`config.mk`:
```
export PLATFORM = sky130hd
export DESIGN_NAME = btn_event_decoder
export DESIGN_NICKNAME = d
export VERILOG_FILES = /design/src/rtl/btn_event_decoder.sv
export SDC_FILE = /design/constraint.sdc
export NUM_CORES = 1
export LEC_CHECK = 0
export ABC_AREA = 1
export CORE_UTILIZATION = 30
export CTS_BUF_LIST = sky130_fd_sc_hd__clkbuf_2
export DETAILED_ROUTE_END_ITERATION = 7
export PLACE_DENSITY = 0.57
export REMOVE_ABC_BUFFERS = 1
export SYNTH_ARGS = -nofsm -noshare
export SYNTH_HDL_FRONTEND = slang
export SYNTH_SLANG_ARGS = --single-unit
```
`constraint.sdc`:
```
create_clock -name clk -period 1.9 [get_ports clk]
set_input_delay 0.285 -clock clk [delete_from_list [all_inputs] [get_ports clk]]
set_output_delay 0.285 -clock clk [all_outputs]
set_load 0.02 [all_outputs]
```
`src/rtl/btn_event_decoder.sv`:
```
// Turns a debounced button level into one-cycle short, double and long press pulses timed in ticks.
// Optional macro BTN_AUTOREPEAT_EN adds repeat_press pulses while a long press is held.
module btn_event_decoder #(
   parameter int unsigned LONG_TICKS   = 8,
   parameter int unsigned GAP_TICKS    = 3,
   parameter int unsigned CNT_W        = 8,
   parameter int unsigned REPEAT_TICKS = 2
) (
   input  logic clk,
   input  logic rst,
   input  logic btn_clean,
   input  logic tick,
   output logic short_press,
   output logic double_press,
   output logic long_press,
   output logic repeat_press,
   output logic busy
);

   typedef enum logic [2:0] {
      S_IDLE,
      S_PRESS1,
      S_WAIT2,
      S_PRESS2,
      S_HOLD
   } state_t;

   localparam logic [CNT_W-1:0] CNT_MAX   = '1;
   localparam logic [CNT_W-1:0] LONG_LAST = CNT_W'(LONG_TICKS - 1);
   localparam logic [CNT_W-1:0] GAP_LAST  = CNT_W'(GAP_TICKS - 1);
`ifdef BTN_AUTOREPEAT_EN
   localparam logic [CNT_W-1:0] REP_LAST  = CNT_W'(REPEAT_TICKS - 1);
`else
   // REPEAT_TICKS has no effect without auto-repeat; sink it here.
   logic [31:0] unused_repeat_ticks;
   assign unused_repeat_ticks = 32'(REPEAT_TICKS);
`endif

   state_t           state_q, state_d;
   logic [CNT_W-1:0] cnt_q, cnt_d;
   logic             btn_q, btn_d;
   logic             short_q, short_d;
   logic             double_q, double_d;
   logic             long_q, long_d;
`ifdef BTN_AUTOREPEAT_EN
   logic             repeat_q, repeat_d;
`endif
   logic             rise, fall;
   logic             cnt_clr, cnt_inc;

   assign rise = btn_clean & ~btn_q;
   assign fall = ~btn_clean & btn_q;

   always_comb begin
      btn_d    = btn_clean;
      state_d  = state_q;
      short_d  = 1'b0;
      double_d = 1'b0;
      long_d   = 1'b0;
`ifdef BTN_AUTOREPEAT_EN
      repeat_d = 1'b0;
`endif
      cnt_clr  = 1'b0;

      // Edges are tested before ticks so an edge always wins a coincidence.
      case (state_q)
         S_IDLE: begin
            if (rise) state_d = S_PRESS1;
         end
         S_PRESS1: begin
            if (fall) begin
               state_d = S_WAIT2;
            end else if (tick && (cnt_q == LONG_LAST)) begin
               long_d  = 1'b1;
               state_d = S_HOLD;
            end
         end
         S_WAIT2: begin
            if (rise) begin
               state_d = S_PRESS2;
            end else if (tick && (cnt_q == GAP_LAST)) begin
               short_d = 1'b1;
               state_d = S_IDLE;
            end
         end
         S_PRESS2: begin
            if (fall) begin
               double_d = 1'b1;
               state_d  = S_IDLE;
            end
         end
         S_HOLD: begin
            if (fall) begin
               state_d = S_IDLE;
`ifdef BTN_AUTOREPEAT_EN
            end else if (tick && (cnt_q == REP_LAST)) begin
               repeat_d = 1'b1;
               cnt_clr  = 1'b1;
`endif
            end
         end
         default: state_d = S_IDLE;
      endcase

      cnt_inc = tick && (cnt_q != CNT_MAX);
`ifndef BTN_AUTOREPEAT_EN
      if (state_q == S_HOLD) cnt_inc = 1'b0;
`endif
      if ((state_d != state_q) || cnt_clr) begin
         cnt_d = '0;
      end else if (cnt_inc) begin
         cnt_d = cnt_q + 1'b1;
      end else begin
         cnt_d = cnt_q;
      end
   end

   // btn_q resets high so a button held through reset must be released first.
   always_ff @(posedge clk or negedge rst) begin
      if (!rst) begin
         state_q  <= S_IDLE;
         cnt_q    <= '0;
         btn_q    <= 1'b1;
         short_q  <= 1'b0;
         double_q <= 1'b0;
         long_q   <= 1'b0;
`ifdef BTN_AUTOREPEAT_EN
         repeat_q <= 1'b0;
`endif
      end else begin
         state_q  <= state_d;
         cnt_q    <= cnt_d;
         btn_q    <= btn_d;
         short_q  <= short_d;
         double_q <= double_d;
         long_q   <= long_d;
`ifdef BTN_AUTOREPEAT_EN
         repeat_q <= repeat_d;
`endif
      end
   end

   assign short_press  = short_q;
   assign double_press = double_q;
   assign long_press   = long_q;
`ifdef BTN_AUTOREPEAT_EN
   assign repeat_press = repeat_q;
`else
   assign repeat_press = 1'b0;
`endif
   assign busy = (state_q != S_IDLE);

endmodule

```
Word-level counts from Yosys, hierarchy flattened
Cells that the tools add are included.
- bits in registers: 15
- input port bits: 4
- output and inout port bits: 5
- word-level logic and storage cells: 44
- add/sub/neg operators: 1
- equal/unequal tests: 8
- mux-type cells: 18
- bitwise gates (word level): 4
- reduce and logical (&&, ||, !) cells: 7
- operators with widths (cell ; count):
    $mux 3 ; 6
    $mux 8 ; 2
    $pmux 3 s4 ; 1
    $mux 1 ; 9
    $add 8x1->8 const B ; 1
    $eq 8x2->1 const B ; 1
    $eq 8x3->1 const B ; 1
    $ne 8x8->1 const B ; 1
    $eq 3x2->1 const B ; 2
    $eq 3x1->1 const B ; 1
    $eq 3x3->1 const B ; 1
    $logic_and 1x1->1 ; 3
    $logic_not 3->1 ; 1
    $ne 3x3->1 ; 1
    $reduce_bool 3->1 ; 1
    $and 1x1->1 ; 2
    $not 1->1 ; 2
    $reduce_bool 2->1 ; 1
    $reduce_or 2->1 ; 1

Logic depth before layout (Yosys ltp)
Gate-level depths: netlist of run 1.
- depth in word-level cells: 7
- depth in mapped cells: 10

Least setup slack after synthesis of run 1
Ideal clock, no wire load.
- kind: register to register
- start point: register cnt_q[0]
- end point: register cnt_q[0]
- setup time: 72 ps
- arrival time: 1277 ps
- data required time: 1828 ps
- slack: 551 ps
- cell stages (with the launch flop): 11
- path buffers: 0
- path through: dfrtp_1 > ha_1 > nand2_1 > nor2_1 > nand2_1 > nand2_2 > nand2_1 > nand2_1 > nand2_1 > nand3_4 > nor2_1
- longest elaborated chain between the ends: 7
- ends and longest elaborated chain (item ; line ; text):
    start, declared ; 40 ; logic [CNT_W-1:0] cnt_q, cnt_d;
    start signal, assigned ; 132 ; cnt_q <= cnt_d;
    $eq 8x2->1 / $eq 8x3->1 (equally long branches) ; 81, 73 ;
    $logic_and 1x1->1 (on tied branches) ; 81, 73 ;
    $mux 3 (on tied branches) ; 81, 73 ;
    $mux 3 (on tied branches) ; 79, 71 ;
    $pmux 3 s4 * ; 66 ; case (state_q)
    named net state_d[0] ; 39 ; state_t state_q, state_d;
    $ne 3x3->1 * ; 109 ; if ((state_d != state_q) || cnt_clr) begin
    $mux 8 / $reduce_bool 2->1 (equally long branches) ; - ;
Mark *: on every way through the listed nets, which the timed path passes. The rest lies on a longest branch. The select of a mux whose other input is x is not followed.
A chain may end at the register's enable or synchronous reset.

Final worst setup path of run 1
- start point: register cnt_q[0]
- end point: register cnt_q[2]
- longest elaborated chain between the ends: 7
- ends and longest elaborated chain (item ; line):
    $eq 8x2->1 / $eq 8x3->1 (equally long branches) ; 81, 73
    $logic_and 1x1->1 (on tied branches) ; 81, 73
    $mux 3 (on tied branches) ; 81, 73
    $mux 3 (on tied branches) ; 79, 71
    $pmux 3 s4 ; 66
    $ne 3x3->1 ; 109
    $mux 8 / $reduce_bool 2->1 (equally long branches) ; -
Parallel ways exist; a longest one is shown, timed or not. The select of a mux whose other input is x is not followed.

==> flow_metrics.tcl, run 1 <==
set metrics [dict create \
    layout_commonest_cell "nand2_1" \
    grt_pass1_wl_mm 2.953 \
    cts_buffers 3 \
    intPower_w 0.0005346 \
    power.switching_w 0.0003635 \
    hold_path_class "input port to async pin" \
    drtAntennaViolNets 0 \
    initial_core_util 0.3189 \
    syn2layout_area_growth_pct 15.23 \
    gr-total-overflow 0 \
    synth_top_area_cell "dfrtp_1" \
    synth-compound-area-share 0.03385 \
    ys_ff_latch 15 \
    maxCapViolations 0 \
    detail_route.wirelength_mm 1.669 \
    hold_viol 0 \
    grt_max_degree 16 \
    worstSkewPairLatency_ps 290 \
    crit_path_cell_trace "ha_1 -> nand2_1 -> nor2_1 -> nand2_1 -> o21ai_1 -> nand2_1 -> nand3_4 -> nor2_1" \
    drtIter0Drc 13 \
    cts_sinks 15 \
    pwr-share-comb 0.393 \
    leakagePower_nw 0.4962 \
    cts_root_buffer "clkbuf_2" \
    r2r_cells 8 \
    first_pass_iters 4 \
    drive_gt1_frac 0.1439 \
    place_hpwl_mm 1.352 \
    num_antenna_cells 0 \
    final_cell_mix "nand2_1 (28), nor2_1 (22), inv_1 (15), dfrtp_1 (13), nand3_1 (11)" \
    place_congestion 0.7880 \
    crit-reg2reg-capture "cnt_q[2]" \
    netlist_area_sq_um 887.1 \
    cp_slowest_cell "dfrtp_1" \
    criticalPathCategory "flop to flop" \
    critPathLaunchType "flop" \
    cts-htree-levels 1 \
    cts_tree "built" \
    synth_xor_area_frac 0.04937 \
    chipHeight_um 56.38 \
    core-area_sq_mm 0.002781 \
    antenna_found_initial 0 \
    ios 9 \
    crit_buf_inv 0 \
    p_clk_frac 0.164 \
    netlist.area_leader.share 0.3949 \
    fin_tns_setup_ps 0 \
    grt_pass1_vias 734 \
    drcViolationCount 0 \
    wl_per_cell_um 10.24 \
    row_count 19 \
    ys_seq_area_frac 0.4245 \
    min_period_ps 1537 \
    clock_path_buffers 2 \
    clkSlewWorstSetupHoldPaths_ps 160 \
    period_share 0.8091 \
    cpMostUsedCell "nand2_1" \
    die_w_um 56.38 \
    max_stage_delay_ps 420 \
    worstReg2RegStart "cnt_q[0]" \
    finalMaxSlewViolations 0 \
    synth_fa_ha_area_frac 0.02821 \
    grt_setup_unrepaired "false" \
    finalSetupViolations 0 \
    power_frac_seq 0.443 \
    cp.arrival_ps 1710 \
    die_area_sq_mm 0.003179 \
    path_max_fanout 8 \
    crit_required_ps 2070 \
    syn_area_per_cell_sq_um 7.331 \
    fin_nets 139 \
    outcome "finished, final reports clean" \
    skew_ps 23.54 \
    ir_worst_vdd_mv 0.5499 \
    synth-simple-area-share 0.3709 \
    switching_share 0.4047 \
    synth.distinct_cells 21 \
    cp-end-kind "flop" \
    track_usage 0.1185 \
    critPathTopFamily "simple AND/OR/NAND/NOR gates" \
    netlist_instances 121 \
    yosys-top-cells-area "dfrtp_1 (39%), nand2_1 (12%), nor2_1 (9.7%)" \
    synth_top_family_by_area "simple AND/OR/NAND/NOR gates" \
    utilization 0.3675 \
    ys_warn_count 0 \
    viasPerCell 4.540 \
    r2r_setup_slack_ps 360 \
    num_vias 740 \
    port_buffers 7 \
    synth_mux_area_frac 0 \
    fmax_ghz 0.6505 \
    power_density_mw_per_mm2 878.5 \
]
## power by group through the flow
stage               sequential [W]  clock [W]  combinational (W)
floorplan                 0.000394          0           0.000264
CTS                       0.000396   0.000159           0.000363
global placement          0.000397          0           0.000355
finish                    0.000398   0.000147           0.000353
detailed placement        0.000400          0           0.000358
global route              0.000406   0.000170           0.000404
## per-stage QoR
step	setup slack, ps	power [W]	hold WS (ps)	std cells	area, sq um
detailed placement	152.1	0.0007572	576.8	159	996.0
finish	362.7	0.0008981	292.7	163	1022
CTS	25.99	0.0009181	278.5	163	1018
floorplan	551.2	0.0006579	-10.59	120	879.6
global placement	198.8	0.0007519	579.0	159	996.0
global route	178.7	0.0009802	286.3	163	1022
## cell families (layout without fill, tap and decap cells)
logic type,count (synthesis),in the layout
AND/OR/NAND/NOR,73,73
buffers and inverters,20,31
AO/OA/AOI/OAI,5,5
adder cells (fa/ha/maj),2,2
other,1,1
XOR/XNOR,5,5
flip-flops,15,15
## sequential cells by signal, summed over array words and instances (netlist names)
name	count
short_press	1
double_press	1
cnt_q	8
btn_q	1
state_q	3
long_press	1
## layer usage
layer	up-vias	track usage	wire (um)
met4	0	0.05226	7
li1	392	-	-
met2	10	0.2007	793
met5	-	0	0
met1	336	0.1504	818
met3	2	0.01613	49
## layout make-up
class                      count  area [sq um]
inverter                      19         71.32
clock buffer                   3         15.01
multi-input combinational     86         434.2
fill                         295          1759
timing repair buffer           8         80.08
tap                           31         38.79
sequential                    15         377.9
clock inverter                 1         5.005
## worst reg2reg max path, stage by stage (launching register included)
cell	delay [ps]
dfrtp_1	420
ha_1	240
nand2_1	100
nor2_1	120
nand2_1	100
o21ai_1	170
nand2_1	110
nand3_4	140
nor2_1	60
## worst max path at each step
stage / slack [ps] / from / cells after the start / endpoint
floorplan: 550 / cnt_q[0] / 10 / cnt_q[0]
global placement: 200 / btn_clean / 11 / cnt_q[6]
detailed placement: 150 / btn_clean / 11 / cnt_q[4]
CTS: 30 / state_q[0] / 3 / busy
global route: 180 / cnt_q[0] / 10 / cnt_q[0]
finish: 360 / cnt_q[0] / 8 / cnt_q[2]
## synth_stat cells (all sizes together)
cell / number
inv: 19
dfstp: 1
nand3: 12
o21ai: 3
nand4: 2
nor3: 2
nand2: 31
xor2: 5
o211ai: 1
dfrtp: 14
nor2: 26
o31ai: 1
buf: 1
ha: 2
conb: 1
## what timing repair did
item / 4_1_cts / 5_1_grt
resized for setup: 1 / 2
pin swaps: 0 / 0
setup endpoints to repair: 1 / 1
gates cloned: 0 / 0
buffers inserted: 0 / 0
hold buffers: 0 / 0
No activity file was read; power rests on OpenSTA's default activity.
==> run 2, diff against run 1 <==
--- a/config.mk
+++ b/config.mk
@@ -9,7 +9,7 @@
 export CORE_UTILIZATION = 30
 export CTS_BUF_LIST = sky130_fd_sc_hd__clkbuf_2
 export DETAILED_ROUTE_END_ITERATION = 7
-export PLACE_DENSITY = 0.57
+export PLACE_DENSITY = 0.58
 export REMOVE_ABC_BUFFERS = 1
 export SYNTH_ARGS = -nofsm -noshare
 export SYNTH_HDL_FRONTEND = slang
==> constraint.sdc (replaced) <==
create_clock -name clk -period 1.35 [get_ports clk]
set_input_delay 0.2025 -clock clk [delete_from_list [all_inputs] [get_ports clk]]
set_output_delay 0.2025 -clock clk [all_outputs]
set_load 0.02 [all_outputs]
==> flow_metrics.tcl, run 2 (synthesis results as in run 1) <==
set metrics [dict create \
    outcome "complete, but fails checks" \
    failed_checks "negative setup slack" \
    cp-end-kind "flop" \
    core-area_sq_mm 0.002781 \
    critPathLaunchType "flop" \
    period_share 1.120 \
    largest_register_ffs 8 \
    skew_ps 1.011 \
    cp.arrival_ps 1680 \
    path_max_fanout 8 \
    die_area_sq_mm 0.003179 \
    utilization 0.4822 \
    cts_buffers 3 \
    grt_setup_unrepaired "true" \
    finalMaxSlewViolations 0 \
    die_w_um 56.38 \
    drcViolationCount 0 \
    worstSkewPairLatency_ps 270 \
    setup_ws_ps -161.8 \
    detail_route.wirelength_mm 2.107 \
    first_pass_iters 4 \
    cts_hold_buf 0 \
    syn2layout_area_growth_pct 51.20 \
    hold_path_class "input port to async pin" \
    maxCapViolations 0 \
    num_antenna_cells 0 \
    gr-total-overflow 0 \
    drive_gt1_frac 0.4843 \
    final_cell_area_sq_mm 0.001341 \
    port_buffers 7 \
    power_density_mw_per_mm2 1253 \
    clkSlewWorstSetupHoldPaths_ps 130 \
    chipHeight_um 56.38 \
    finalSetupViolations 10 \
    placedInstanceArea_sq_mm 0.001169 \
    place_congestion 0.8064 \
    cts_tree "built" \
    drtAntennaViolNets 0 \
    wl_per_cell_um 11.09 \
    cts_sinks 15 \
    min_period_ps 1512 \
    layout_commonest_cell "buf_4" \
    hold_ws_ps 229.8 \
    criticalPathCategory "flop to flop" \
    ios 9 \
    hold_viol 0 \
    grt_pass1_vias 846 \
    ir_worst_vdd_mv 0.9861 \
    cts_root_buffer "clkbuf_2" \
    crit_required_ps 1520 \
    final_cell_mix "buf_4 (28), nand2_1 (19), inv_1 (14), dfrtp_1 (14), nor2_1 (12)" \
    num-fill-cells 269 \
    clock_path_buffers 2 \
    row_count 19 \
    leakagePower_nw 0.6616 \
    viasPerCell 4.553 \
    r2r_setup_slack_ps -160 \
    fin_nets 166 \
    largestRegisters "cnt_q: 8 flops, state_q: 3 flops" \
    r2r_cells 8 \
    place_hpwl_mm 1.549 \
    top_register "cnt_q" \
    fmax_ghz 0.6615 \
    grt_pass1_wl_mm 3.339 \
    initial_core_util 0.3189 \
    antenna_found_initial 0 \
    num_vias 865 \
    cts-htree-levels 1 \
    drtIter0Drc 19 \
    track_usage 0.1356 \
    grt_max_degree 16 \
]
## run 2: cell count changes in the layout (fill, tap and decap cells not counted), sizes merged
cell           previous run  this run
buf                       1        29
clkdlybuf4s50             6         3
dlygate4sd2               0         3
clkbuf                    3         4
clkinv                    1         0
dlymetal6s2s              1         0
## run 2: worst paths after layout
path                                  from            to
worst max-delay path              cnt_q[0]      cnt_q[0]
worst min-delay path                   rst      cnt_q[5]
worst max register to register    cnt_q[0]      cnt_q[0]
worst min register to register  state_q[1]  double_press
max in group asynchronous              rst         btn_q
min in group clk                 btn_clean         btn_q
## run 2: final cells by class
cell class / instances / area [sq um] / area share
Sequential cell: 15 / 376.6 / 0.2808
Multi-Input combinational cell: 86 / 563.0 / 0.4198
Timing Repair Buffer: 35 / 271.5 / 0.2024
Tap cell: 31 / 38.79 / 0.02892
Clock buffer: 4 / 20.02 / 0.01493
Inverter: 19 / 71.32 / 0.05317
## run 2: timing repair
| action | CTS | global route |
|---|---|---|
| endpoints found under the hold margin | 0 | 0 |
| setup buffers | 1 | 3 |
| resized for setup | 19 | 26 |
| pin swaps | 9 | 14 |
| setup endpoints to repair | 13 | 12 |
## run 2: metrics by stage
stage | std cells | setup slack, ps | setup TNS [ps] | total power [W]
after detailed placement | 182 | -310.4 | -2529 | 0.001314
after CTS | 187 | -103.0 | -779.4 | 0.001559
after floorplan | 120 | 1.232 | 0 | 0.0009260
final | 190 | -161.8 | -1318 | 0.001681
after global placement | 182 | -249.3 | -2045 | 0.001290
after global routing | 190 | -228.8 | -2030 | 0.001810
## run 2: power by group
| part | leakage [nW] | total (W) | internal, W | switching, W |
|---|---|---|---|---|
| clock | 0.0166 | 0.000208 | 0.0000786 | 0.000130 |
| combinational | 0.443 | 0.000918 | 0.000409 | 0.000509 |
| sequential | 0.202 | 0.000555 | 0.000500 | 0.0000545 |
## run 2: critical path: stages (launching register included)
cell and delay [ps]:
dfrtp_1 450, ha_4 190, nand2_4 50, nor2_2 110, nand2_2 100, o21ai_2 150
nand2_1 110, nand3_4 180, nor2_1 60
## run 2: per-layer routing
metal | vias to the layer above | GRT usage | part of all wire
li1 | 448 | - | -
met1 | 408 | 0.1606 | 0.45
met2 | 7 | 0.2500 | 0.53
met3 | 2 | 0.01382 | 0.015
met4 | 0 | 0.05226 | 0.0033
met5 | - | 0 | 0
==> RTL change 1 (config.mk and constraints of run 1) <==
Remove the register `double_q`: a continuous assignment takes its place, so the output `double_press` follows one clock earlier.
--- a/src/rtl/btn_event_decoder.sv
+++ b/src/rtl/btn_event_decoder.sv
@@ -122,7 +122,6 @@
          cnt_q    <= '0;
          btn_q    <= 1'b1;
          short_q  <= 1'b0;
-         double_q <= 1'b0;
          long_q   <= 1'b0;
 `ifdef BTN_AUTOREPEAT_EN
          repeat_q <= 1'b0;
@@ -132,13 +131,14 @@
          cnt_q    <= cnt_d;
          btn_q    <= btn_d;
          short_q  <= short_d;
-         double_q <= double_d;
          long_q   <= long_d;
 `ifdef BTN_AUTOREPEAT_EN
          repeat_q <= repeat_d;
 `endif
       end
    end
+
+   assign double_q = double_d;
 
    assign short_press  = short_q;
    assign double_press = double_q;
Function: changed (Yosys sat finds a counterexample within 10 cycles, from zero or initial values and one cycle with rst low).
==> RTL change 1 against run 1 <==
  * Sequential cell count fell by 1
  * Critical path depth fell by 4
  * Combinational power rose by 13%
  * Register-to-register slack improved by 0.02 ns
  * Worst setup slack got worse by 0.15 ns
  * Area after synthesis fell by 2.0%
  * Sequential power fell by 5%
  * First-iteration DRC count did not move
  * Power rose by 3.5%
  * Fmax fell by 8.8%
  * Wire length fell by 4.9%
  * Die area fell by 1.9%
  * Final area fell by 0.24%
  * Critical path type is now register to output port
  * Largest cell class unchanged
  * Largest power group is now combinational logic
  * Highest routed layer is now met3
==> RTL change 1: results (changes against run 1) <==
===================================================================
Status ............................................... complete, no violations
Number of buffers added on ports .....................            7   unchanged
Top area cells in the synthesized netlist ............ sky130_fd_sc_hd__dfrtp_1 37%, sky130_fd_sc_hd__nand2_1 9.9%, sky130_fd_sc_hd__nor2_1 7.8%
Maximum clock path buffer count ......................            2   unchanged
Post-detailed-route via-to-cell ratio ................         4.45   -2.0%
Vias in the first global route .......................          616   -16%
Largest registers .................................... cnt_q (8), state_q (3)
Gp weighted congestion ...............................        0.815   +3.4%
Max stage delay on crit path .........................      0.46 ns   +0.04 ns
Total Routing Usage GR ...............................        11.7%   -0.18 points
Worst VDD drop .......................................     0.491 mV   -11%
Sum of routed wire length over all layers ............      1.59 mm   -4.9%
Layout Cells excl Fill ...............................          156   -4.3%
Post-synth top cells ................................. 23 x sky130_fd_sc_hd__nand2_1, 18 x sky130_fd_sc_hd__nor2_1, 15 x sky130_fd_sc_hd__inv_1
Gates resized, CTS repair ............................            2   +1
Post-Place Cell Area .................................      993 um2   -0.25%
Antenna cells ........................................            0   unchanged
Setup skew after layout ..............................    0.0121 ns   -0.0115 ns
Layout cell share with drive strength beyond 1 .......        20.8%   +6.4 points
Worst slack at placement .............................    0.0827 ns   -0.0694 ns
Detail Placement HPWL ................................      1.28 mm   -5.0%
Critical path type ................................... register to output port
Register area share after synthesis ..................        40.4%   -2.0 points
Pin count of the biggest net entering global routing .            9   -7
Number of library cell types mapped by synthesis .....           26   +24%
FILL cells ...........................................          289   -2.0%
Leakage power of the design ..........................  0.000466 uW   -6.0%
DP Cell Count ........................................          152   -4.4%
Wire length of the first global-routing pass .........      2.76 mm   -6.5%
Top FF cell, synth ................................... sky130_fd_sc_hd__dfrtp_1
Initial antenna violation count ......................            0   unchanged
Number of standard cells after synthesis .............          112   -7.4%
Net total in the final layout ........................          132   -5.0%
Largest driver fanout on the critical path ...........            6   -2
===================================================================
-- RTL change 1: cell type report --
| class | count | area [um2] | area share (%) |
|---|---|---|---|
| sequential | 14 | 353 | 34.6 |
| tap | 31 | 38.8 | 3.80 |
| clock buffer | 3 | 15.0 | 1.47 |
| timing repair buffer | 10 | 93.8 | 9.20 |
| multi-input combinational | 81 | 455 | 44.7 |
| clock inverter | 1 | 3.75 | 0.368 |
| inverter | 16 | 60.1 | 5.89 |
-- RTL change 1: kinds of logic after synthesis --
kind of cell / share of synthesized area (%)
AOI/OAI and AO/OA: 6.04
xor gates and xnor gates: 3.02
adders and majority gates: 2.88
buffers and inverters: 7.77
DFF: 40.4
other: 0.431
and+or+nand+nor: 39.4
-- RTL change 1: path summary, 6_finish.rpt --
path / from / end / slack (ns) / depth (start not counted)
min in group clk: btn_clean / btn_q / 0.54 / 2
hold reg to reg: cnt_q[4] / cnt_q[4] / 0.59 / 2
setup reg to reg: cnt_q[0] / cnt_q[5] / 0.38 / 10
max in group asynchronous: rst / btn_q / 1.10 / 2
hold / removal: rst / cnt_q[5] / 0.26 / 1
setup / recovery: state_q[2] / double_press / 0.21 / 4
-- RTL change 1: report_power, final --
group          total [uW]  internal (uW)  switching [uW]
logic                 400            146             254
registers             380            335            45.0
clock network         149           45.7             103
-- RTL change 1: critical path: cells and delay by family, from the launching register on --
| kind | cells | cell delay [ns] |
|---|---|---|
| buffers and inverters | 2 | 0.46 |
| DFF | 1 | 0.46 |
| and+or+nand+nor | 2 | 0.20 |
-- RTL change 1: layer usage --
layer / part of all wire (%) / up-vias / GRT usage [%] / wire length (um)
met5: 0 / - / 0 / 0
met2: 46 / 9 / 17.7 / 730
li1: - / 370 / - / -
met3: 2.3 / 0 / 3.49 / 36
met1: 52 / 315 / 15.8 / 821
met4: 0 / 0 / 4.18 / 0
==> RTL change 2 (settings of run 1) <==
Made on the original files. The parameter `CNT_W` goes from 8 to 7.
--- a/src/rtl/btn_event_decoder.sv
+++ b/src/rtl/btn_event_decoder.sv
@@ -3,7 +3,7 @@
 module btn_event_decoder #(
    parameter int unsigned LONG_TICKS   = 8,
    parameter int unsigned GAP_TICKS    = 3,
-   parameter int unsigned CNT_W        = 8,
+   parameter int unsigned CNT_W        = 7,
    parameter int unsigned REPEAT_TICKS = 2
 ) (
    input  logic clk,
Function: same outputs for any inputs over 10 cycles, from zero or initial values and one cycle with rst low; that may be too few to reach the edited logic, so the function may still have changed.
==> RTL change 2 against run 1 <==
  * Area after synthesis shrank 4.2%
  * Hold slack better by 0.079 ns
  * Worst setup slack got worse by 0.077 ns
  * Power is 0.75% higher
  * Global-route usage shrank 0.43 points
  * Largest power group unchanged
  * Die area down 4.1%
  * Wire length fell by 4.8%
  * Sequential cell count decreased by 1
  * Final area is 4.7% lower
==> RTL change 2: results (changes against run 1) <==
=================================================================================================================
Wire length of the first global-routing pass .......................................................      2.76 mm   -6.5%
Hold Worst Slack ...................................................................................     0.372 ns   +0.0790 ns
Leakage power of the design ........................................................................  0.000475 uW   -4.2%
Layout cell share with drive strength beyond 1 .....................................................        24.2%   +9.8 points
Async set-or-reset flop fraction in the synthesized netlist ........................................         100%   unchanged
Number of library cell types mapped by synthesis ...................................................           25   +19%
Top FF cell, synth ................................................................................. sky130_fd_sc_hd__dfrtp_1
Detail Placement HPWL ..............................................................................      1.28 mm   -5.1%
Setup skew after layout ............................................................................    0.0125 ns   -0.0111 ns
Xor and xnor area share after synthesis ............................................................        2.06%   -2.9 points
Top area cells in the synthesized netlist .......................................................... sky130_fd_sc_hd__dfrtp_1 38%, sky130_fd_sc_hd__nand2_1 8.8%, sky130_fd_sc_hd__nor2_1 7.1%
Number of DRC markers after the initial detailed-route iteration ...................................           14   +1
Post-detailed-route via-to-cell ratio ..............................................................         4.77   +5.0%
Post-synth top cells ............................................................................... 20 x sky130_fd_sc_hd__nand2_1, 16 x sky130_fd_sc_hd__nor2_1, 13 x sky130_fd_sc_hd__dfrtp_1
Status ............................................................................................. complete, no violations
FILL cells .........................................................................................          280   -5.1%
Max stage delay on crit path .......................................................................      0.44 ns   +0.02 ns
Gp weighted congestion .............................................................................        0.861   +9.2%
Largest driver fanout on the critical path .........................................................            7   -1
Post-synthesis compound-gate area fraction .........................................................        6.33%   +2.9 points
Number of warnings reported in the yosys synthesis log .............................................            0   unchanged
Register area share after synthesis ................................................................        41.4%   -1.1 points
Reg2reg setup slack ................................................................................      0.29 ns   -0.08 ns
Clock latency reported for the late side of the worst-skew pair ....................................      0.27 ns   -0.02 ns
Net switching power figure .........................................................................       372 uW   +2.4%
Vias in the first global route .....................................................................          657   -10%
Antenna cells ......................................................................................            0   unchanged
Worst-path clk slew ................................................................................      0.13 ns   -0.03 ns
Root Driver ........................................................................................ sky130_fd_sc_hd__clkbuf_2
Average wire per standard cell .....................................................................      10.6 um   +3.5%
Net total in the final layout ......................................................................          127   -8.6%
Final hold violation count .........................................................................            0   unchanged
Arithmetic-cell share of the synthesized area counting full adders, half adders and majority gates .        2.95%   +0.12 points
Setup TNS ..........................................................................................         0 ns   unchanged
Total Routing Usage GR .............................................................................        11.4%   -0.43 points
Largest registers .................................................................................. cnt_q (7), state_q (3)
CTS H-Tree Depth ...................................................................................            1   unchanged
Worst VDD drop .....................................................................................     0.533 mV   -3.1%
Pin count of the biggest net entering global routing ...............................................           15   -1
=================================================================================================================
-- RTL change 2: final timing paths --
path / endpoint / cells past startpoint
hold reg to reg: short_press / 1
setup / recovery: cnt_q[3] / 8
max in group asynchronous: state_q[0] / 1
setup reg to reg: cnt_q[3] / 8
min in group clk: btn_q / 1
hold / removal: long_press / 1
-- RTL change 2: metrics by stage --
step	cells	instance area [um2]	power [uW]	setup WS (ns)	util, %
final	150	975	905	0.286	38.0
after global routing	150	975	987	0.128	38.0
after global placement	146	950	767	0.168	37.0
after CTS	150	970	918	0.0228	37.8
after floorplan	109	842	669	0.523	-
after detailed placement	146	950	765	0.150	37.0
-- RTL change 2: layer usage --
metal	global-route usage (%)	vias to the layer above	share of wire [%]
met5	0	-	0
met4	6.43	0	1.3
met3	1.41	4	3.3
met2	18.1	11	47
li1	-	365	-
met1	15.0	335	48
-- RTL change 2: final cells by class --
cell class	count	area, um2	share of cell area [%]
Clock buffer	4	20.0	2.05
Inverter	18	67.6	6.93
Multi-Input combinational cell	77	423	43.4
Sequential cell	14	354	36.3
Tap cell	30	37.5	3.85
Timing Repair Buffer	7	72.6	7.45
-- RTL change 2: power groups by stage --
| stage | registers [uW] | logic (uW) | clock network, uW |
|---|---|---|---|
| 3_5_place_dp | 400 | 365 | 0 |
| 6_report | 396 | 365 | 144 |
| 3_3_place_gp | 399 | 367 | 0 |
| 2_1_floorplan | 390 | 279 | 0 |
| 4_1_cts | 394 | 369 | 155 |
| 5_1_grt | 402 | 413 | 171 |
-- RTL change 2: what timing repair did --
action                     in CTS  in global routing
hold buffers                    0                  0
gates resized for setup         0                  3
setup endpoints to repair       0                  1
